File: config.mk
export PLATFORM = sky130hd
export DESIGN_NAME = alu_test_sequencer
export DESIGN_NICKNAME = d
export VERILOG_FILES = /design/src/rtl/alu_test_sequencer.sv
export SDC_FILE = /design/constraint.sdc
export NUM_CORES = 1
export LEC_CHECK = 0
export CORE_UTILIZATION = 45
export DETAILED_ROUTE_END_ITERATION = 12
export GPL_TIMING_DRIVEN = 0
export PLACE_DENSITY = 0.8
export SLEW_MARGIN = 15
export SYNTH_ARGS = -nofsm -noshare
export SYNTH_HDL_FRONTEND = slang
export SYNTH_SLANG_ARGS = --single-unit
File: constraint.sdc
create_clock -name clk -period 2.15 [get_ports clk]
set_input_delay 0.3225 -clock clk [delete_from_list [all_inputs] [get_ports clk]]
set_output_delay 0.3225 -clock clk [all_outputs]
set_load 0.1 [all_outputs]
File: src/rtl/alu_test_sequencer.sv
// rtl/alu_test_sequencer.sv - ALU test-vector sequencer: loads operands, executes, checks and tallies results
// Optional halt-on-mismatch behaviour is enabled by defining SEQ_HALT_ON_FAIL_EN.
module alu_test_sequencer (
    input  logic        clk,
    input  logic        reset,
    input  logic        clear,
    input  logic        vec_valid,
    output logic        vec_ready,
    input  logic [15:0] vec_a,
    input  logic [15:0] vec_b,
    input  logic [7:0]  vec_op,
    input  logic        vec_cin,
    input  logic [15:0] vec_expect,
    output logic [15:0] imm,
    output logic        immen,
    output logic [4:0]  regen,
    output logic [4:0]  bufa,
    output logic [4:0]  bufb,
    output logic [7:0]  aluop,
    output logic        cin,
    output logic [5:0]  reg_rd,
    input  logic [15:0] result,
    output logic [7:0]  pass_cnt,
    output logic [7:0]  fail_cnt,
    output logic [7:0]  vec_idx,
    output logic [7:0]  last_fail,
    output logic        halted
);

    localparam logic [2:0] S_IDLE   = 3'd0;
    localparam logic [2:0] S_LOAD_A = 3'd1;
    localparam logic [2:0] S_LOAD_B = 3'd2;
    localparam logic [2:0] S_EXEC   = 3'd3;
    localparam logic [2:0] S_CHECK  = 3'd4;
`ifdef SEQ_HALT_ON_FAIL_EN
    localparam logic [2:0] S_HALT   = 3'd5;
`endif

    // Register-file slots used for operand A, operand B and the ALU result.
    localparam logic [3:0] REG_A   = 4'd1;
    localparam logic [3:0] REG_B   = 4'd2;
    localparam logic [3:0] REG_RES = 4'd3;

    logic [2:0]  state;
    logic [15:0] a_q;
    logic [15:0] b_q;
    logic [7:0]  op_q;
    logic        cin_q;
    logic [15:0] exp_q;
    logic        match;
    logic        transfer;

    assign match    = (result == exp_q);
    assign transfer = vec_valid && (state == S_IDLE);
    assign reg_rd   = {2'b00, REG_RES};

    always_ff @(posedge clk or negedge reset) begin
        if (!reset) begin
            state     <= S_IDLE;
            a_q       <= 16'd0;
            b_q       <= 16'd0;
            op_q      <= 8'd0;
            cin_q     <= 1'b0;
            exp_q     <= 16'd0;
            pass_cnt  <= 8'd0;
            fail_cnt  <= 8'd0;
            vec_idx   <= 8'd0;
            last_fail <= 8'd0;
        end else if (clear) begin
            state     <= S_IDLE;
            pass_cnt  <= 8'd0;
            fail_cnt  <= 8'd0;
            vec_idx   <= 8'd0;
            last_fail <= 8'd0;
        end else begin
            case (state)
                S_IDLE: begin
                    if (transfer) begin
                        a_q   <= vec_a;
                        b_q   <= vec_b;
                        op_q  <= vec_op;
                        cin_q <= vec_cin;
                        exp_q <= vec_expect;
                        state <= S_LOAD_A;
                    end
                end
                S_LOAD_A: state <= S_LOAD_B;
                S_LOAD_B: state <= S_EXEC;
                S_EXEC:   state <= S_CHECK;
                S_CHECK: begin
                    vec_idx <= vec_idx + 8'd1;
                    if (match) begin
                        if (pass_cnt != 8'hFF) pass_cnt <= pass_cnt + 8'd1;
                        state <= S_IDLE;
                    end else begin
                        if (fail_cnt != 8'hFF) fail_cnt <= fail_cnt + 8'd1;
                        last_fail <= vec_idx;
`ifdef SEQ_HALT_ON_FAIL_EN
                        state <= S_HALT;
`else
                        state <= S_IDLE;
`endif
                    end
                end
`ifdef SEQ_HALT_ON_FAIL_EN
                S_HALT: state <= S_HALT;
`endif
                default: state <= S_IDLE;
            endcase
        end
    end

    // Outputs depend only on the state and latched vector, never on live inputs.
    always_comb begin
        vec_ready = 1'b0;
        imm       = 16'd0;
        immen     = 1'b0;
        regen     = 5'd0;
        bufa      = 5'd0;
        bufb      = 5'd0;
        aluop     = 8'd0;
        cin       = 1'b0;
        case (state)
            S_IDLE: vec_ready = 1'b1;
            S_LOAD_A: begin
                imm   = a_q;
                immen = 1'b1;
                regen = {1'b1, REG_A};
            end
            S_LOAD_B: begin
                imm   = b_q;
                immen = 1'b1;
                regen = {1'b1, REG_B};
            end
            S_EXEC: begin
                bufa  = {1'b1, REG_A};
                bufb  = {1'b1, REG_B};
                aluop = op_q;
                cin   = cin_q;
                regen = {1'b1, REG_RES};
            end
            default: ;
        endcase
    end

`ifdef SEQ_HALT_ON_FAIL_EN
    assign halted = (state == S_HALT);
`else
    assign halted = 1'b0;
`endif

endmodule
==> summary.md, run 1 <==
| Metric | Value |
|---|---|
| Critical path's slowest cell | dfrtp_2 |
| Lkg Pwr | ~3.2 nW |
| Setup CP Type | reg2out |
| Max-cap check violation count | 0 |
| Critical path's top delay family | buffers and inverters |
| CP max FO | 7 |
| Worst-path clk slew | approximately 90 ps |
| Critical Path AT | 1860 ps |
| Commonest non-fill, non-tap cells in the layout | 86 x dfrtp_1, 75 x clkdlybuf4s50_1, 62 x mux2_2 |
| Starting density of the core | 46.4% |
| Worst setup margin | -29.2 ps |
| GRT overflow | 0 |
| Diode count | 0 |
| Post-synthesis sequential area ratio | 50.8% |
| Largest net degree at the start of global routing | 55 |
| Fillers | 749 |
| Skew-Pair Late Insertion Delay | approximately 350 ps |
| First-pass GRT wire length | 18200 µm |
| CTS tree | built |
| Final cell count without fillers | 704 |
| Final wirelength | 11700 µm |
| Hold Path Class | in2async |
| CTS Buffer Depth | 2 |
| Worst Skew | 6.11 ps |
| Worst vdd ir | 0.540 mV |
| H-Tree Depth | 3 |
| Primary FF master, synth | dfrtp_1 |
| EDFF count, synth | 0 |
| Avg Cell Area, Syn | 11.7 µm² |
| Initial DRC count | 93 |
| Num ports | 158 |
| Largest stage delay on the critical path | 450 ps |
| Worst-Margin Slew | 978 ps |
| Total CTS buffers | 9 |
| Initial DRT Pass Iterations | 4 |
| Tmin final | 2180 ps |
| Tcrit/Tclk final | 101% |
| Status | finished, violations left |
| Area of the core | approximately 10000 µm² |
| Synth Warn # | 0 |
| Ratio of cells with drive above 1 in the final layout | 36.3% |
| Max Slew Vio Count | 0 |
| Crit path buffers/inverters | 3 |
| Vias in the first global route | 3659 |
| DR vias | 3615 |
| Wirelength per Cell | around 17 µm |
| Yosys reg bits | slightly above 90 |
| GP Congestion | 0.833 |
| Die X | around 100 µm |
| Cell Area, Synth | between 4000 and 5000 µm² |
| Slew margin rel. | about a third |
| DRC violations left | 0 |
| Count of distinct cell types in the synthesized netlist | 43 |
| Failing checks | negative setup slack |
| Clk root buf | clkbuf_8 |
| RSZ-0062 raised after global routing | true |
| Fmax | 459 MHz |
| Hold-fix buffers, CTS | 0 |
| Die area | 10500 µm² |
| Critical Path Sink Type | output pin |
| Async set or reset register ratio after synthesis | 100% |
| Synth area leader | dfrtp_1 |
| Synth area leaders | dfrtp_1 51%, mux2_2 15%, xor2_1 4.1% |
| Worst path required time | 1830 ps |
| Layout net count | 646 |
| Gr usage total | 23.0% |
| Final ANT Viol Nets | 0 |
| Most common library cell in the layout ignoring fill and taps | dfrtp_1 |
| Initial antenna violation count | 0 |
| Die Y | 102 µm |
| Worst path cell trace | and2b_1 > nor2b_4 > buf_8 > clkbuf_16 > a22o_4 > buf_12 |
| CP startpoint kind | flip-flop |
| Layout area overhead | 51.9% |
| Final setup fails | 10 |
| DP HPWL | 8020 µm |
| Dpl cells | approximately 680 |
| Clock sink count | 92 |
| Vias per cell | 5.13 |
| Core Util, Final | 70.4% |
| Pwr dens | between 700 and 800 nW/µm² |
| Rows | 36 |
| Port buffer count | 142 |
| Cells after Synth | 388 |
| Final Hold Vio Count | 0 |
| Post-synth top area share | between 50% and 60% |
routing by layer:
layer,global-route usage [%],vias up,wire (µm)
met4,7.47,0,172
met3,6.70,15,762
met5,0,-,0
li1,-,1697,-
met2,39.2,130,5970
met1,27.8,1773,4750
layout make-up:
type | count | area, µm² | area share, %
flip-flops and latches | 92 | 2310 | 33.6
well taps | 133 | 166 | 2.42
plain buffers | 41 | 320 | 4.65
inverters | 1 | 3.75 | 0.0545
repair buffers | 156 | 1670 | 24.3
clock inverters | 5 | 61.3 | 0.891
multi-input cells | 265 | 2210 | 32.1
clock buffers | 11 | 141 | 2.05
power breakdown:
group / total [mW] / internal, mW / switching [mW]
logic: 1.93 / 0.849 / 1.09
clock network: 1.20 / 0.572 / 0.631
registers: 2.23 / 2.03 / 0.197
Yosys cell counts, drive strengths merged, types with 4 or more instances:
library cell	number
dfrtp	92
mux2	63
buf	25
nor2	23
xor2	21
clkbuf	18
a22o	16
and3	15
o21ai	13
nand2b	12
nand2	11
nor2b	10
nand3	8
nand4b	8
a21oi	6
and4	4
nand4	4
nor4	4
or3	4
stage by stage:
| stage | power [mW] | setup TNS (ps) | setup slack (ps) | area (µm²) | hold WS (ps) |
|---|---|---|---|---|---|
| floorplan | 3.48 | -44.7 | -44.7 | 4710 | 26.9 |
| global placement | 3.89 | -291730 | -3010 | 6290 | 480 |
| detailed placement | 3.95 | -46070 | -1100 | 6310 | 420 |
| CTS | 5.32 | -558 | -60.4 | 6740 | 31.2 |
| global route | 5.58 | -1110 | -109 | 6880 | 68.0 |
| finish | 5.37 | -196 | -29.2 | 6880 | 18.4 |
worst reg2reg max path: stages (launching register included):
cell and delay [ps]:
dfrtp_1 380, buf_6 130, buf_4 140, or3b_4 440, a41oi_4 280, nand2_2 120, or4_4 430, a21oi_2 120
kinds of logic (layout without fill, tap and decap cells):
group | Yosys count | count (layout) | synth area share, %
AO/OA/AOI/OAI | 43 | 43 | 7.01
flip-flops | 92 | 92 | 50.8
AND/OR/NAND/NOR | 115 | 115 | 14.8
adder cells (fa/ha/maj) | 3 | 3 | 0.828
buffers and inverters | 44 | 214 | 5.63
multiplexers | 65 | 65 | 16.1
XOR/XNOR | 24 | 24 | 4.64
other | 2 | 15 | 0.166
timing repair:
action,in CTS,in global routing
buffers inserted,7,1
pin swaps,11,6
resized for setup,286,36
endpoints found under the setup margin,110,37
cloned,4,1
sequential cells by signal, indices dropped and copies added, names as in the netlist:
signal and count:
a_q 16, b_q 16, exp_q 16, fail_cnt 8, last_fail 8, op_q 8
pass_cnt 8, vec_idx 8, state 3, cin_q 1
worst paths after layout:
check / startpoint / end / slack [ps] / cells past startpoint
max reg2reg: state[1] / pass_cnt[4] / 70 / 7
min in group clk: op_q[6] / op_q[6] / 510 / 1
min reg2reg: op_q[6] / op_q[6] / 510 / 1
min: reset / pass_cnt[7] / 20 / 1
max: state[2] / imm[12] / -30 / 6
max in group asynchronous: reset / state[2] / 1480 / 2
No activity file was read; power rests on OpenSTA's default activity.
==> run 2, diff against run 1 <==
--- a/config.mk
+++ b/config.mk
@@ -5,6 +5,7 @@
 export SDC_FILE = /design/constraint.sdc
 export NUM_CORES = 1
 export LEC_CHECK = 0
+export CAP_MARGIN = 5
 export CORE_UTILIZATION = 45
 export DETAILED_ROUTE_END_ITERATION = 12
 export GPL_TIMING_DRIVEN = 0
==> results of run 2 <==
The final DEF is identical to that of run 1; final timing and power are the same.
==> run 3, diff against run 2 <==
--- a/config.mk
+++ b/config.mk
@@ -6,6 +6,7 @@
 export NUM_CORES = 1
 export LEC_CHECK = 0
 export CAP_MARGIN = 5
+export CORE_MARGIN = 2
 export CORE_UTILIZATION = 45
 export DETAILED_ROUTE_END_ITERATION = 12
 export GPL_TIMING_DRIVEN = 0
==> run 3 against run 2 <==
Against the previous run: the flow still finishes with violations (negative setup slack); fmax grew 0.14%; worst hold slack gained 420 ps; combinational power is essentially flat; die area grew 3.9%; final cell count grew 0.71%; first-iteration DRC count grew 55%; design area shrank 0.22%; critical path type unchanged; largest cell class unchanged.
==> summary.md, run 3 (same netlist as run 1, synthesis figures left out) <==
| Metric | Value |
|---|---|
| Met2 usage | 40.4% (+1.2 points) |
| Pwr dens | 793 nW/µm² (+1.8%) |
| Failing checks | negative setup slack |
| Max-cap check violation count | 0 (unchanged) |
| Largest stage delay on the critical path | 380 ps (-70 ps) |
| Tcrit/Tclk final | 101% (-0.14 points) |
| Clock sink count | 92 (unchanged) |
| Clk root buf | clkbuf_8 |
| CP max FO | 8 (+1) |
| Gr usage total | 22.6% (-0.37 points) |
| GRT overflow | 0 (unchanged) |
| Critical path's slowest cell | dfrtp_1 |
| Initial antenna violation count | 0 (unchanged) |
| Diode count | 0 (unchanged) |
| Final wirelength | 11900 µm (+2.0%) |
| Worst-Margin Slew | 987 ps (+9.16 ps) |
| Slew margin rel. | 34.5% (-0.61 points) |
| CTS Buffer Depth | 2 (unchanged) |
| Lkg Pwr | 3.20 nW (+0.79%) |
| Critical Path Sink Type | output pin |
| Area of the core | 9770 µm² (unchanged) |
| Crit path buffers/inverters | 4 (+1) |
| Most Crowded Layer GR | met2 |
| Critical path depth in cells | 7 (+1) |
| Vias per cell | 5.14 (+0.12%) |
| Worst path cell trace | buf_6 > and2b_4 > nor2b_4 > buf_8 > clkbuf_16 > a22o_4 > buf_12 |
| Grt met3 use | 5.45% (-1.3 points) |
| Die X | 104 µm (+2.0%) |
| Critical path origin | state[1] |
| Ratio of cells with drive above 1 in the final layout | 35.4% (-0.84 points) |
| H-Tree Depth | 3 (unchanged) |
| Worst vdd ir | 0.740 mV (+37%) |
| DP HPWL | 8360 µm (+4.3%) |
| Status | finished, violations left |
| Setup CP Type | reg2out |
| Most common library cell in the layout ignoring fill and taps | dfrtp_1 |
| Port buffer count | 142 (unchanged) |
| Reg2reg setup slack | 70 ps (about the same) |
| Worst setup margin | -26.1 ps (+3.08 ps) |
| Skew-Pair Late Insertion Delay | 370 ps (+20 ps) |
| Initial DRT Pass Iterations | 6 (+2) |
| Setup TNS | -163 ps (+33.4 ps) |
| Critical R2R Launch | state[2] |
| Starting density of the core | 46.4% (unchanged) |
| Worst Skew | 8.81 ps (+2.70 ps) |
| R2r worst-path depth | 8 (+1) |
| First-pass GRT wire length | 19600 µm (+7.4%) |
| Critical path's top delay family | buffers and inverters |
| Met1 Use GR | 26.5% (-1.4 points) |
| Critical Path AT | 1850 ps (about the same) |
| Tmin final | 2180 ps (-3.08 ps) |
| Commonest non-fill, non-tap cells in the layout | 86 x dfrtp_1, 75 x clkdlybuf4s50_1, 62 x mux2_2 |
| CTS tree | built |
| Layout area overhead | 51.6% |
| CP startpoint kind | flip-flop |
| DR vias | 3645 (+0.83%) |
| Layout net count | 651 (+0.77%) |
| Hold Path Class | in2async |
| Wirelength per Cell | 16.8 µm (+1.3%) |
| GP Congestion | 0.852 (+2.3%) |
| Die Y | 104 µm (+2.0%) |
| Initial DRC count | 144 (+55%) |
| Largest net degree at the start of global routing | 61 (+11%) |
| Num ports | 158 (unchanged) |
| Regs by FF count | a_q: 16 flops, b_q: 16 flops, exp_q: 16 flops |
| Final ANT Viol Nets | 0 (unchanged) |
| Final setup fails | 10 (unchanged) |
| Pwr Total | 5.45 mW (+1.5%) |
| DRC violations left | 0 (unchanged) |
| Worst path required time | 1830 ps (about the same) |
| Critical R2R Capture | pass_cnt[4] |
| Worst setup path end | imm[13] |
| RSZ-0062 raised after global routing | true |
| Fmax | 460 MHz (+0.14%) |
| Core Util, Final | 70.3% (-0.15 points) |
| Rows | 36 (unchanged) |
| Total CTS buffers | 9 (unchanged) |
| Worst-path clk slew | 90 ps (about the same) |
| Max Slew Vio Count | 0 (unchanged) |
| Die area | 10900 µm² (+3.9%) |
| Vias in the first global route | 3833 (+4.8%) |
| Final Hold Vio Count | 0 (unchanged) |
==> run 3: cell count changes in the layout (fill, tap and decap cells not counted), moves of 3 or more <==
cell | before | now
buf_4 | 26 | 40
clkbuf_8 | 12 | 9
buf_6 | 13 | 7
buf_12 | 17 | 13
==> run 3: cell type report <==
class / instances / area [µm²]
Buffer: 41 / 313
Clock buffer: 9 / 124
Clock inverter: 7 / 98.8
Fill cell: 741 / 2910
Inverter: 1 / 3.75
Multi-Input combinational cell: 265 / 2170
Sequential cell: 92 / 2310
Tap cell: 133 / 166
Timing Repair Buffer: 161 / 1690
==> run 3: metrics by stage <==
stage | std cells | setup WS, ps | instance area (µm²) | hold WS [ps]
final | 709 | -26.1 | 6870 | 437
after global routing | 709 | -70.0 | 6870 | 477
after CTS | 702 | -47.9 | 6740 | 447
after detailed placement | 677 | -1080 | 6320 | 302
after global placement | 676 | -2970 | 6290 | 479
after floorplan | 401 | -44.7 | 4710 | 26.9
==> run 3: worst min-delay path by stage <==
stage,from,end,slack (ps),depth (start not counted)
after floorplan,reset,a_q[0],30,0
after global placement,cin_q,cin_q,480,1
after detailed placement,reset,pass_cnt[7],300,1
after CTS,reset,pass_cnt[7],450,2
after global routing,reset,pass_cnt[7],480,2
final,reset,pass_cnt[7],440,2
==> run 3: routing by layer <==
layer,wire length [µm],vias up
met5,0,-
met4,195,0
met3,769,15
met2,6010,125
met1,4920,1795
li1,-,1710
==> run 3: report_power, final <==
group / internal (mW) / switching (mW) / leakage, nW
logic: 0.831 / 1.07 / 1.94
registers: 2.03 / 0.196 / 1.15
clock network: 0.664 / 0.656 / 0.110
total: 3.53 / 1.92 / 3.20
==> run 3: timing repair <==
item | 4_1_cts | 5_1_grt
hold buffers | 1 | 0
endpoints found under the setup margin | 95 | 27
endpoints found under the hold margin | 32 | 0
resized for setup | 275 | 27
buffers inserted | 6 | 7
cloned | 4 | 0
pin swaps | 10 | 8
